## src/rtl/quiz_round_ctrl.sv

```systemverilog
// quiz_round_ctrl: question generator, answer-stability checker and scorer for the keypad quiz.
// Optional per-question timeout is compiled in when QUIZ_TIMEOUT_EN is defined.
module quiz_round_ctrl #(
    parameter int unsigned NUM_QUESTIONS  = 10,
    parameter int unsigned STABLE_CYCLES  = 1024,
    parameter int unsigned HOLD_CYCLES    = 4096,
    parameter int unsigned TIMEOUT_CYCLES = 100_000_000
) (
    input  logic       CLK,
    input  logic       RESET,
    input  logic       start,
    input  logic [6:0] answer,
    output logic [6:0] operand_a,
    output logic [6:0] operand_b,
    output logic [6:0] score,
    output logic       correct,
    output logic       round_active,
    output logic       game_over,
    output logic [6:0] q_index
);

    localparam int unsigned StableW  = $clog2(STABLE_CYCLES + 1);
    localparam int unsigned HoldW    = $clog2(HOLD_CYCLES + 1);
    localparam int unsigned TimeoutW = $clog2(TIMEOUT_CYCLES + 1);

    localparam logic [StableW-1:0] StableLast = StableW'(STABLE_CYCLES - 1);
    localparam logic [HoldW-1:0]   HoldLast   = HoldW'(HOLD_CYCLES - 1);
    localparam logic [6:0]         NumQ       = 7'(NUM_QUESTIONS);
    localparam logic [6:0]         ScoreMax   = 7'd99;
    localparam logic [7:0]         SumMax     = 8'd99;
    localparam logic [15:0]        LfsrSeed   = 16'hACE1;

    typedef enum logic [2:0] {
        StIdle,
        StNewQ,
        StWait,
        StHit,
        StHold,
        StDone
    } state_e;

    state_e             state_q, state_d;
    logic [15:0]        lfsr_q, lfsr_d;
    logic               start_q, start_d;
    logic [6:0]         op_a_q, op_a_d;
    logic [6:0]         op_b_q, op_b_d;
    logic [6:0]         score_q, score_d;
    logic [6:0]         q_index_q, q_index_d;
    logic [StableW-1:0] stable_q, stable_d;
    logic [HoldW-1:0]   hold_q, hold_d;

`ifdef QUIZ_TIMEOUT_EN
    localparam logic [TimeoutW-1:0] TimeoutLast = TimeoutW'(TIMEOUT_CYCLES - 1);
    logic [TimeoutW-1:0] timeout_q, timeout_d;
`else
    logic [TimeoutW-1:0] unused_timeout_cfg;
    assign unused_timeout_cfg = TimeoutW'(TIMEOUT_CYCLES);
`endif

    logic       start_rise;
    logic [7:0] cand_sum;
    logic [7:0] exp_sum;
    logic       answer_match;
    logic [6:0] score_inc;
    logic       stable_hit;
    logic       timeout_hit;

    assign start_rise   = start & ~start_q;
    assign cand_sum     = {1'b0, lfsr_q[6:0]} + {1'b0, lfsr_q[14:8]};
    // Sum never exceeds 99, so the scanner's "no entry" code 100 can never match.
    assign exp_sum      = {1'b0, op_a_q} + {1'b0, op_b_q};
    assign answer_match = ({1'b0, answer} == exp_sum);
    assign score_inc    = (score_q >= ScoreMax) ? ScoreMax : score_q + 7'd1;

    always_comb begin
        state_d     = state_q;
        lfsr_d      = {lfsr_q[0] ^ lfsr_q[2] ^ lfsr_q[3] ^ lfsr_q[5], lfsr_q[15:1]};
        start_d     = start;
        op_a_d      = op_a_q;
        op_b_d      = op_b_q;
        score_d     = score_q;
        q_index_d   = q_index_q;
        stable_d    = stable_q;
        hold_d      = hold_q;
        stable_hit  = 1'b0;
        timeout_hit = 1'b0;
`ifdef QUIZ_TIMEOUT_EN
        timeout_d   = timeout_q;
`endif

        case (state_q)
            StIdle, StDone: begin
                if (start_rise) begin
                    score_d   = 7'd0;
                    q_index_d = 7'd0;
                    state_d   = StNewQ;
                end
            end

            StNewQ: begin
                if (cand_sum <= SumMax) begin
                    op_a_d    = lfsr_q[6:0];
                    op_b_d    = lfsr_q[14:8];
                    q_index_d = q_index_q + 7'd1;
                    stable_d  = '0;
`ifdef QUIZ_TIMEOUT_EN
                    timeout_d = '0;
`endif
                    state_d   = StWait;
                end
            end

            StWait: begin
                if (answer_match) begin
                    if (stable_q == StableLast) begin
                        stable_hit = 1'b1;
                    end else begin
                        stable_d = stable_q + StableW'(1);
                    end
                end else begin
                    stable_d = '0;
                end
`ifdef QUIZ_TIMEOUT_EN
                if (timeout_q == TimeoutLast) begin
                    timeout_hit = 1'b1;
                end else begin
                    timeout_d = timeout_q + TimeoutW'(1);
                end
`endif
                // Score is committed on the edge that enters HIT, alongside the rise of correct.
                if (stable_hit) begin
                    score_d  = score_inc;
                    stable_d = '0;
                    state_d  = StHit;
                end else if (timeout_hit) begin
                    hold_d  = '0;
                    state_d = StHold;
                end
            end

            StHit: begin
                hold_d  = '0;
                state_d = StHold;
            end

            StHold: begin
                if (hold_q == HoldLast) begin
                    hold_d  = '0;
                    state_d = (q_index_q == NumQ) ? StDone : StNewQ;
                end else begin
                    hold_d = hold_q + HoldW'(1);
                end
            end

            default: begin
                state_d = StIdle;
            end
        endcase
    end

    always_ff @(posedge CLK) begin
        if (!RESET) begin
            state_q   <= StIdle;
            lfsr_q    <= LfsrSeed;
            start_q   <= 1'b0;
            op_a_q    <= 7'd0;
            op_b_q    <= 7'd0;
            score_q   <= 7'd0;
            q_index_q <= 7'd0;
            stable_q  <= '0;
            hold_q    <= '0;
`ifdef QUIZ_TIMEOUT_EN
            timeout_q <= '0;
`endif
        end else begin
            state_q   <= state_d;
            lfsr_q    <= lfsr_d;
            start_q   <= start_d;
            op_a_q    <= op_a_d;
            op_b_q    <= op_b_d;
            score_q   <= score_d;
            q_index_q <= q_index_d;
            stable_q  <= stable_d;
            hold_q    <= hold_d;
`ifdef QUIZ_TIMEOUT_EN
            timeout_q <= timeout_d;
`endif
        end
    end

    assign operand_a    = op_a_q;
    assign operand_b    = op_b_q;
    assign score        = score_q;
    assign q_index      = q_index_q;
    assign correct      = (state_q == StHit);
    assign round_active = (state_q == StWait);
    assign game_over    = (state_q == StDone);

endmodule

```

## config.mk

```make
export PLATFORM = sky130hd
export DESIGN_NAME = quiz_round_ctrl
export DESIGN_NICKNAME = d
export VERILOG_FILES = /design/src/rtl/quiz_round_ctrl.sv
export SDC_FILE = /design/constraint.sdc
export NUM_CORES = 1
export LEC_CHECK = 0
export BUFFER_PORTS_ARGS = -buffer_cell sky130_fd_sc_hd__buf_2
export CAP_MARGIN = 30
export CELL_PAD_IN_SITES_DETAIL_PLACEMENT = 0
export CELL_PAD_IN_SITES_GLOBAL_PLACEMENT = 2
export CORE_UTILIZATION = 39
export CTS_BUF_LIST = sky130_fd_sc_hd__clkbuf_16
export DETAILED_ROUTE_END_ITERATION = 8
export PLACE_DENSITY = 0.95
export SKIP_LAST_GASP = 1
export SLEW_MARGIN = 15
export SYNTH_ARGS = -nofsm -noshare
export SYNTH_HDL_FRONTEND = slang
export SYNTH_SLANG_ARGS = --single-unit
export TNS_END_PERCENT = 1
```

## constraint.sdc

```tcl
create_clock -name CLK -period 4.4 [get_ports CLK]
set_input_delay 0.44 -clock CLK [delete_from_list [all_inputs] [get_ports CLK]]
set_output_delay 0.44 -clock CLK [all_outputs]
set_load 0.02 [all_outputs]
```

==> results.sh, run 1 <==
export IMPL_rr_startpoint="lfsr_q[0]$_SDFF_PN1_"
export IMPL_path_class="reg2reg"
export IMPL_yosysMostFrequentCell="dfxtp_1"
export IMPL_synth_ff_type="dfxtp_1"
export IMPL_worst_slew_margin_rel_pct=62.7
export IMPL_die_h_um=102
export IMPL_cts_reportedPaths_clkPinSlew_ns=0.06
export IMPL_layout_drive_gt1_share_pct=14.3
export IMPL_final_nets=514
export IMPL_finalCriticalPeriod_ns=3.05
export IMPL_io_buffers=40
export IMPL_synth_seq_cells=72
export IMPL_clockBufferDepth=2
export IMPL_slew_violations=0
export IMPL_nFillCells=924
export IMPL_maxCapViolCount=0
export IMPL_p_leak_nw=1.72
export IMPL_netlist_instances=448
export IMPL_drt_pass1_iter_count=4
export IMPL_fmaxAchievable_mhz=327
export IMPL_insertion_delay_ns=0.34
export IMPL_ir_drop_mv=0.195
export IMPL_yosys_top_cells_area="dfxtp_1 (37%), ha_1 (6.2%), a21oi_1 (4.1%)"
export IMPL_hold_class="in2reg"
export IMPL_root_buffer="clkbuf_16"
export IMPL_post_cts_resized=0
export IMPL_status="finished clean"
export IMPL_vias_per_cell=5.33
export IMPL_gr_total_overflow=0
export IMPL_rsz0062_at_grt="false"
export IMPL_hold_viol=0
export IMPL_clock_skew_final_ns=0.0119
export IMPL_antenna_found_initial=0
export IMPL_grt_pass1_wl_mm=14.8
export IMPL_synth_top_area_cell="dfxtp_1"
export IMPL_drt_wl_total_mm=8.77
export IMPL_hold_buffers=0
export IMPL_cts_tree="yes"
export IMPL_finalSetupViolations=0
export IMPL_power_density_nw_per_um2=395
export IMPL_coreArea_um2=9420
export IMPL_yosys_area_top_type_share_pct=37.3
export IMPL_syn_nets=479
export IMPL_startpoint_type="flip-flop"
export IMPL_synth_edf_count=0
export IMPL_drt_iter0_markers=114
export IMPL_rows=35
export IMPL_critPathLaunch="lfsr_q[0]$_SDFF_PN1_"
export IMPL_tns_ns=0
export IMPL_start_util_pct=41.0
export IMPL_holdCritStartpoint="start"
export IMPL_dp_hpwl_mm=6.22
export IMPL_cp_arrival_ns=3.25
export IMPL_syn_area_um2=3860
export IMPL_area_growth_syn_to_layout_pct=15.3
export IMPL_fin_util_pct=47.3
export IMPL_crit_fanout=25
export IMPL_pin_count=41
export IMPL_seq_area_frac_synth_pct=37.3
export IMPL_worst_pin_slew_ns=0.556
export IMPL_endpoint_kind="flip-flop"
export IMPL_wl_per_cell_um=14.2
export IMPL_yosys_top_cells_count="dfxtp_1 (72), nand2_1 (38), nor2_1 (38)"
export IMPL_fin_cells=617
export IMPL_routabilityCongestion=0.775
export IMPL_post_cts_buffers=0
export IMPL_r2r_slack_ns=1.35
export IMPL_dp_cells=601
export IMPL_ant_nets=0
export IMPL_clock_sinks=72
export IMPL_ys_types=64
export IMPL_die_w_um=102
export IMPL_grt_pass1_vias=3105
export IMPL_antennaDiodeCount=0
export IMPL_drc_errors=0
export IMPL_die_area_um2=10300
export IMPL_min_period_over_period_pct=69.4
export IMPL_yosysWarnings=0
export IMPL_syn_avg_cell_area_um2=8.62
export IMPL_grt_usage_pct=18.4
export IMPL_synthArstFlopShare_pct=0
export IMPL_grt_max_degree=36
export IMPL_crit_required_ns=4.60
export IMPL_vias=3289
export IMPL_h_tree_depth=3
export IMPL_numCtsBuffers=9
==> where the power goes <==
group | internal (mW) | switching, mW
logic | 0.116 | 0.200
clock network | 0.439 | 0.289
registers | 0.683 | 0.0319
total | 1.24 | 0.521
==> layout by cell type (no fill, tap or decap), drive strengths merged, types with 3 or more instances in the layout <==
master | Yosys | layout
nor4 | 6 | 6
a21o | 6 | 6
nor3b | 5 | 5
a21boi | 4 | 4
clkinv | 2 | 4
o211ai | 3 | 3
nand2b | 11 | 11
buf | 5 | 42
inv | 18 | 20
o21ai | 21 | 21
nand4b | 3 | 3
xnor2 | 10 | 10
or4 | 7 | 7
o31ai | 7 | 7
nand2 | 38 | 38
a211oi | 4 | 4
nor3 | 6 | 6
mux2i | 14 | 14
xor2 | 9 | 9
and3 | 5 | 5
dfxtp | 72 | 72
nor2 | 38 | 38
and4 | 3 | 3
ha | 19 | 19
nand3 | 20 | 20
a31oi | 4 | 4
nor4b | 3 | 3
and2 | 16 | 16
clkbuf | 13 | 9
o2111ai | 3 | 3
a21oi | 34 | 34
nand3b | 5 | 5
nand4 | 6 | 6
or3 | 4 | 4
==> state kept, by name (all words and copies together) (netlist names) <==
name	flops
q_index	7
lfsr_q	16
start_q	1
operand_a	7
operand_b	7
score	7
stable_q	11
hold_q	13
state_q	3
==> critical path: stages, from the launching register on <==
cell	delay (ns)
dfxtp_1	0.38
ha_1	0.19
inv_1	0.06
fa_1	0.39
o21ai_0	0.09
o21ai_0	0.12
o41a_1	0.54
a211oi_4	0.22
buf_4	0.37
o32a_1	0.46
a21oi_1	0.09
==> cells by family (layout without fill, tap and decap cells) <==
family | Yosys count | in the layout | share of synthesized area, %
flops | 72 | 72 | 37.3
mux | 16 | 16 | 4.21
compound gates | 100 | 100 | 17.1
xor+xnor | 19 | 19 | 4.31
fa+ha+maj | 21 | 21 | 7.19
buf+inv | 38 | 78 | 4.21
simple gates | 182 | 182 | 25.7
==> per-layer routing <==
metal | track usage (%) | vias up | part of all wire, %
met2 | 29.3 | 63 | 45
met4 | 5.35 | 0 | 1.0
met5 | 0 | - | 0
met1 | 24.0 | 1536 | 49
met3 | 5.45 | 8 | 4.5
li1 | - | 1682 | -
==> stage by stage <==
stage	hold WS (ns)	setup slack [ns]	instance area, µm²	power (mW)
floorplan	0.386	1.60	3860	0.970
global placement	0.406	1.40	4160	1.04
detailed placement	0.408	1.36	4160	1.05
CTS	0.320	1.35	4460	1.78
global route	0.337	1.14	4460	1.84
finish	0.332	1.35	4460	1.76
==> layout make-up <==
class	count	area, µm²	share of cell area (%)
Multi-Input combinational cell	338	2270	50.9
Sequential cell	72	1440	32.4
Clock buffer	9	225	5.05
Timing Repair Buffer	42	215	4.83
Tap cell	129	161	3.62
Inverter	20	75.1	1.68
Clock inverter	7	70.1	1.57
==> path summary, 6_finish.rpt <==
| path | end | cells past startpoint |
|---|---|---|
| worst min-delay path | start_q$_SDFF_PN0_ | 2 |
| worst max-delay path | stable_q[9]$_SDFFE_PN0P_ | 10 |
| worst max register to register | stable_q[9]$_SDFFE_PN0P_ | 10 |
| worst min register to register | lfsr_q[6]$_SDFF_PN1_ | 1 |
Power figures use the tool's default switching activity.
==> inputs of run 2 (changes only) <==
Settings changed: CORE_UTILIZATION 39 to 36, PLACE_DENSITY 0.95 to 0.9.
Clock period 4.4 ns to 3 ns, I/O delays scaled along.
==> run 2 against run 1 <==
Net effect:
- register-to-register slack got worse by 1.2 ns
- sequential power increased by 47%
- hold slack got worse by 0.14 ns
- global-route usage decreased by 1.0 points
==> results.sh, run 2 (synthesis results as in run 1) <==
export IMPL_die_area_um2=11200
export IMPL_clock_skew_final_ns=0.00740
export IMPL_finalCriticalPeriod_ns=2.83
export IMPL_multi_input_area_um2=2290
export IMPL_nFillCells=1063
export IMPL_startpoint_type="flip-flop"
export IMPL_slew_violations=0
export IMPL_ir_drop_mv=0.257
export IMPL_clockBufferDepth=2
export IMPL_holdCritStartpoint="start"
export IMPL_numCtsBuffers=9
export IMPL_pin_count=41
export IMPL_maxCapViolCount=0
export IMPL_worst_slew_margin_rel_pct=61.0
export IMPL_hold_class="in2reg"
export IMPL_power_density_nw_per_um2=575
export IMPL_grt_pass1_wl_mm=15.3
export IMPL_wl_per_cell_um=14.2
export IMPL_setup_ws_ns=0.172
export IMPL_ff_latch_area_um2=1440
export IMPL_worst_pin_slew_ns=0.581
export IMPL_hold_viol=0
export IMPL_path_class="reg2reg"
export IMPL_drt_pass1_iter_count=4
export IMPL_vias=3353
export IMPL_clock_sinks=72
export IMPL_rsz0062_at_grt="true"
export IMPL_start_util_pct=37.3
export IMPL_finalSetupViolations=0
export IMPL_antenna_found_initial=0
export IMPL_layout_drive_gt1_share_pct=16.5
export IMPL_whs_ns=0.190
export IMPL_reg2regPathDepth=9
export IMPL_fmaxAchievable_mhz=354
export IMPL_total_power_mw=2.62
export IMPL_grt_max_degree=27
export IMPL_gr_total_overflow=0
export IMPL_rr_startpoint="operand_a[0]$_SDFFE_PN0P_"
export IMPL_antennaDiodeCount=0
export IMPL_min_period_over_period_pct=94.3
export IMPL_crit_fanout=10
export IMPL_die_h_um=106
export IMPL_drt_wl_total_mm=8.99
export IMPL_dp_hpwl_mm=6.38
export IMPL_crit_end="stable_q[0]$_SDFFE_PN0P_"
export IMPL_h_tree_depth=3
export IMPL_routabilityCongestion=0.770
export IMPL_area_growth_syn_to_layout_pct=18.0
export IMPL_cp_arrival_ns=3.09
export IMPL_layout_common_cells="dfxtp_1 (71), buf_2 (40), nor2_1 (38), nand2_1 (38), a21oi_1 (32)"
export IMPL_grt_usage_pct=17.3
export IMPL_drt_iter0_markers=115
export IMPL_final_nets=522
export IMPL_p_leak_nw=1.77
export IMPL_drc_errors=0
export IMPL_endpoint_kind="flip-flop"
export IMPL_largest_registers="lfsr_q (16), hold_q (13), stable_q (11)"
export IMPL_ant_nets=0
export IMPL_largest_reg_flops=16
export IMPL_insertion_delay_ns=0.33
export IMPL_crit_required_ns=3.26
export IMPL_place_ws_ns=0.0832
export IMPL_cts_reportedPaths_clkPinSlew_ns=0.06
export IMPL_grt_pass1_vias=3203
export IMPL_io_buffers=40
export IMPL_status="finished clean"
export IMPL_rows=37
export IMPL_coreArea_um2=10400
export IMPL_mostFrequentLayoutCell="dfxtp_1"
export IMPL_r2r_slack_ns=0.17
export IMPL_vias_per_cell=5.31
export IMPL_design_area_um2=4560
export IMPL_post_dp_cell_area_um2=4230
export IMPL_die_w_um=106
export IMPL_cts_tree="yes"
export IMPL_worstReg2RegEnd="stable_q[0]$_SDFFE_PN0P_"
export IMPL_critPathLaunch="operand_a[0]$_SDFFE_PN0P_"
export IMPL_root_buffer="clkbuf_16"
export IMPL_top_register="lfsr_q"
==> run 2: cell types whose count changed in the layout (fill, tap and decap cells not counted), sizes merged <==
cell,before,now
clkinv,4,3
inv,20,21
buf,42,50
==> run 2: critical path, cell delays in order (launching register included) <==
cell and delay, ns:
dfxtp_1 0.32, ha_1 0.23, fa_1 0.40, a21o_1 0.19
a21oi_2 0.16, xnor2_1 0.09, or4_4 0.46, or4_1 0.45
o32a_4 0.27, nor3_2 0.17
==> run 2: power by group <==
part / leakage (nW) / total, mW / internal, mW / switching [mW]
registers: 0.586 / 1.05 / 1.00 / 0.0474
logic: 1.05 / 0.497 / 0.197 / 0.300
clock network: 0.144 / 1.08 / 0.645 / 0.433
==> run 2: how the worst min path moves through the flow <==
stage	endpoint	slack, ns	depth (start not counted)
floorplan	lfsr_q[6]$_SDFF_PN1_	0.39	1
global placement	lfsr_q[6]$_SDFF_PN1_	0.39	1
detailed placement	lfsr_q[6]$_SDFF_PN1_	0.39	1
CTS	start_q$_SDFF_PN0_	0.18	2
global route	start_q$_SDFF_PN0_	0.21	2
finish	start_q$_SDFF_PN0_	0.19	2
==> run 2: what timing repair did <==
item / CTS / global route
hold buffers: 0 / 0
setup endpoints to repair: 0 / 11
gates resized for setup: 0 / 5
buffers inserted: 0 / 1
==> run 2: final cells by class <==
cell class              instances  share of cell area, %
clock buffers                   9                   4.94
clock inverters                 7                   1.56
multi-input cells             338                   50.2
flip-flops and latches         72                   31.6
repair buffers                 50                   6.31
inverters                      20                   1.65
well taps                     136                   3.73
==> run 2: stage by stage <==
| stage | TNS (ns) | std cells | util [%] |
|---|---|---|---|
| after floorplan | 0 | 448 | - |
| after global routing | -0.00612 | 632 | 44.0 |
| after CTS | 0 | 631 | 43.7 |
| final | 0 | 632 | 44.0 |
| after global placement | 0 | 615 | 40.8 |
| after detailed placement | 0 | 615 | 40.8 |
==> run 2: routing by layer <==
layer	up-vias	routed length (µm)	track usage [%]
li1	1703	-	-
met1	1589	4470	23.3
met2	56	4040	27.2
met3	5	378	4.89
met4	0	99	4.66
met5	-	0	0
==> inputs of run 3 (changes only) <==
Settings changed: CELL_PAD_IN_SITES_DETAIL_PLACEMENT 0 to 2, CTS_CLUSTER_SIZE set to 10, SETUP_SLACK_MARGIN set to 0.02.
==> run 3 against run 2 <==
Net effect:
- non-clock buffer count rose by 8
- global-route usage rose by 7.0 points
- combinational power rose by 27%
- cell count rose by 1.3%
- fmax fell by 4.3%
- critical path depth rose by 1
- die area did not move
- via count rose by 11%
- sequential share of layout area fell by 1.0 points
- largest cell class unchanged
- critical endpoint unchanged
- first-iteration DRC count fell by 6.1%
- worst setup slack got worse by 0.13 ns
- sequential power barely moved
==> results.sh, run 3 (synthesis results as in run 1) <==
export IMPL_reg2regPathDepth=10
export IMPL_largest_reg_flops=16
export IMPL_clockBufferDepth=2
export IMPL_mostFrequentLayoutCell="dfxtp_1"
export IMPL_hold_class="in2reg"
export IMPL_min_period_over_period_pct=98.5
export IMPL_antennaDiodeCount=0
export IMPL_coreArea_um2=10400
export IMPL_routabilityCongestion=0.770
export IMPL_holdCritStartpoint="start"
export IMPL_root_buffer="clkbuf_16"
export IMPL_die_area_um2=11200
export IMPL_die_h_um=106
export IMPL_vias_per_cell=5.81
export IMPL_wl_per_cell_um=21.9
export IMPL_ant_nets=0
export IMPL_min_path_cells=2
export IMPL_cp_common_cell="a211oi_4"
export IMPL_worstReg2RegEnd="stable_q[0]$_SDFFE_PN0P_"
export IMPL_path_cells="ha_1 -> a21o_1 -> a221oi_2 -> o21ai_1 -> a211oi_4 -> buf_4 -> a211oi_4 -> buf_12 -> o32a_4 -> nor3_2"
export IMPL_layout_common_cells="dfxtp_1 (71), buf_2 (40), nor2_1 (38), nand2_1 (38), a21oi_1 (32)"
export IMPL_fin_cells=640
export IMPL_hold_buffers=0
export IMPL_largest_registers="lfsr_q (16), hold_q (13), stable_q (11)"
export IMPL_cts_tree="yes"
export IMPL_final_nets=530
export IMPL_drt_pass1_iter_count=5
export IMPL_die_w_um=106
export IMPL_whs_ns=0.189
export IMPL_grt_usage_pct=24.3
export IMPL_top_register="lfsr_q"
export IMPL_rows=37
export IMPL_finalCriticalPeriod_ns=2.96
export IMPL_hold_viol=0
export IMPL_path_class="reg2reg"
export IMPL_post_dp_cell_area_um2=4230
export IMPL_drc_errors=0
export IMPL_slew_violations=0
export IMPL_startpoint_type="flip-flop"
export IMPL_gr_total_overflow=0
export IMPL_dp_cells=615
export IMPL_rsz0062_at_grt="true"
export IMPL_vias=3717
export IMPL_p_leak_nw=1.84
export IMPL_r2r_slack_ns=0.04
export IMPL_power_density_nw_per_um2=607
export IMPL_grt_pass1_vias=4087
export IMPL_design_area_um2=4710
export IMPL_area_growth_syn_to_layout_pct=21.9
export IMPL_start_util_pct=37.3
export IMPL_clock_skew_final_ns=0.0101
export IMPL_insertion_delay_ns=0.35
export IMPL_cp_slowest_stage_delay_ns=0.42
export IMPL_drt_iter0_markers=108
export IMPL_cts_reportedPaths_clkPinSlew_ns=0.06
export IMPL_rr_startpoint="lfsr_q[3]$_SDFF_PN0_"
export IMPL_grt_pass1_wl_mm=21.0
export IMPL_io_buffers=40
export IMPL_grt_max_degree=27
export IMPL_worst_pin_slew_ns=0.647
export IMPL_status="finished clean"
export IMPL_tns_ns=0
export IMPL_min_to="start_q$_SDFF_PN0_"
export IMPL_maxCapViolCount=0
export IMPL_pin_count=41
export IMPL_finalSetupViolations=0
export IMPL_fmaxAchievable_mhz=338
export IMPL_crit_required_ns=3.28
export IMPL_total_power_mw=2.86
export IMPL_antenna_found_initial=0
export IMPL_clock_sinks=72
export IMPL_drt_wl_total_mm=14.0
export IMPL_worst_slew_margin_rel_pct=56.6
export IMPL_cp_arrival_ns=3.23
export IMPL_layout_drive_gt1_share_pct=18.7
export IMPL_h_tree_depth=3
export IMPL_dp_hpwl_mm=9.00
export IMPL_ir_drop_mv=0.302
export IMPL_crit_fanout=10
export IMPL_endpoint_kind="flip-flop"
export IMPL_crit_slowest_cell="ha_1"
export IMPL_numCtsBuffers=9
==> run 3: critical path: cells and delay by family, from the launching register on <==
family	cells	cell delay (ns)
flip-flops	1	0.36
AO/OA/AOI/OAI	6	1.56
adder cells (fa/ha/maj)	1	0.42
AND/OR/NAND/NOR	1	0.18
buffers and inverters	2	0.35
==> run 3: layout make-up <==
cell class | instances | area (µm²)
Timing Repair Buffer | 58 | 397
Multi-Input combinational cell | 338 | 2310
Tap cell | 136 | 170
Clock buffer | 9 | 225
Fill cell | 1147 | 5660
Clock inverter | 7 | 88.8
Sequential cell | 72 | 1440
Inverter | 20 | 75.1
==> run 3: worst max-delay path by stage <==
stage | depth (start not counted) | to | start | slack (ns)
floorplan | 10 | stable_q[0]$_SDFFE_PN0P_ | operand_a[0]$_SDFFE_PN0P_ | 0.20
global placement | 9 | stable_q[0]$_SDFFE_PN0P_ | operand_a[0]$_SDFFE_PN0P_ | 0.13
detailed placement | 9 | stable_q[0]$_SDFFE_PN0P_ | operand_a[0]$_SDFFE_PN0P_ | 0.002
CTS | 8 | stable_q[0]$_SDFFE_PN0P_ | operand_a[0]$_SDFFE_PN0P_ | 0.00006
global route | 10 | stable_q[0]$_SDFFE_PN0P_ | lfsr_q[3]$_SDFF_PN0_ | -0.06
finish | 10 | stable_q[0]$_SDFFE_PN0P_ | lfsr_q[3]$_SDFF_PN0_ | 0.04
==> run 3: timing repair <==
item                                    CTS  global route
gates cloned                              0             3
buffers inserted                          0             6
pin swaps                                 1             5
endpoints found under the hold margin     0             0
endpoints found under the setup margin   10            27
gates resized for setup                   4            10
==> run 3: where the power goes <==
| part | switching (mW) | internal (mW) | leakage, nW | total (mW) |
|---|---|---|---|---|
| sequential | 0.0579 | 1.00 | 0.586 | 1.06 |
| combinational | 0.384 | 0.249 | 1.10 | 0.633 |
| clock | 0.444 | 0.722 | 0.158 | 1.17 |
==> run 3: per-layer routing <==
layer | track usage [%] | wire length, µm | share of wire (%)
met1 | 28.5 | 5840 | 42
met3 | 4.64 | 439 | 3.1
met4 | 8.63 | 320 | 2.3
met5 | 0 | 0 | 0
met2 | 44.1 | 7440 | 53
==> run 3: stage by stage <==
stage	util, %	worst slack [ns]
6_report	45.4	0.0439
5_1_grt	45.4	-0.0618
4_1_cts	44.0	0.0000580
3_5_place_dp	40.8	0.00246
3_3_place_gp	40.8	0.130
2_1_floorplan	-	0.196
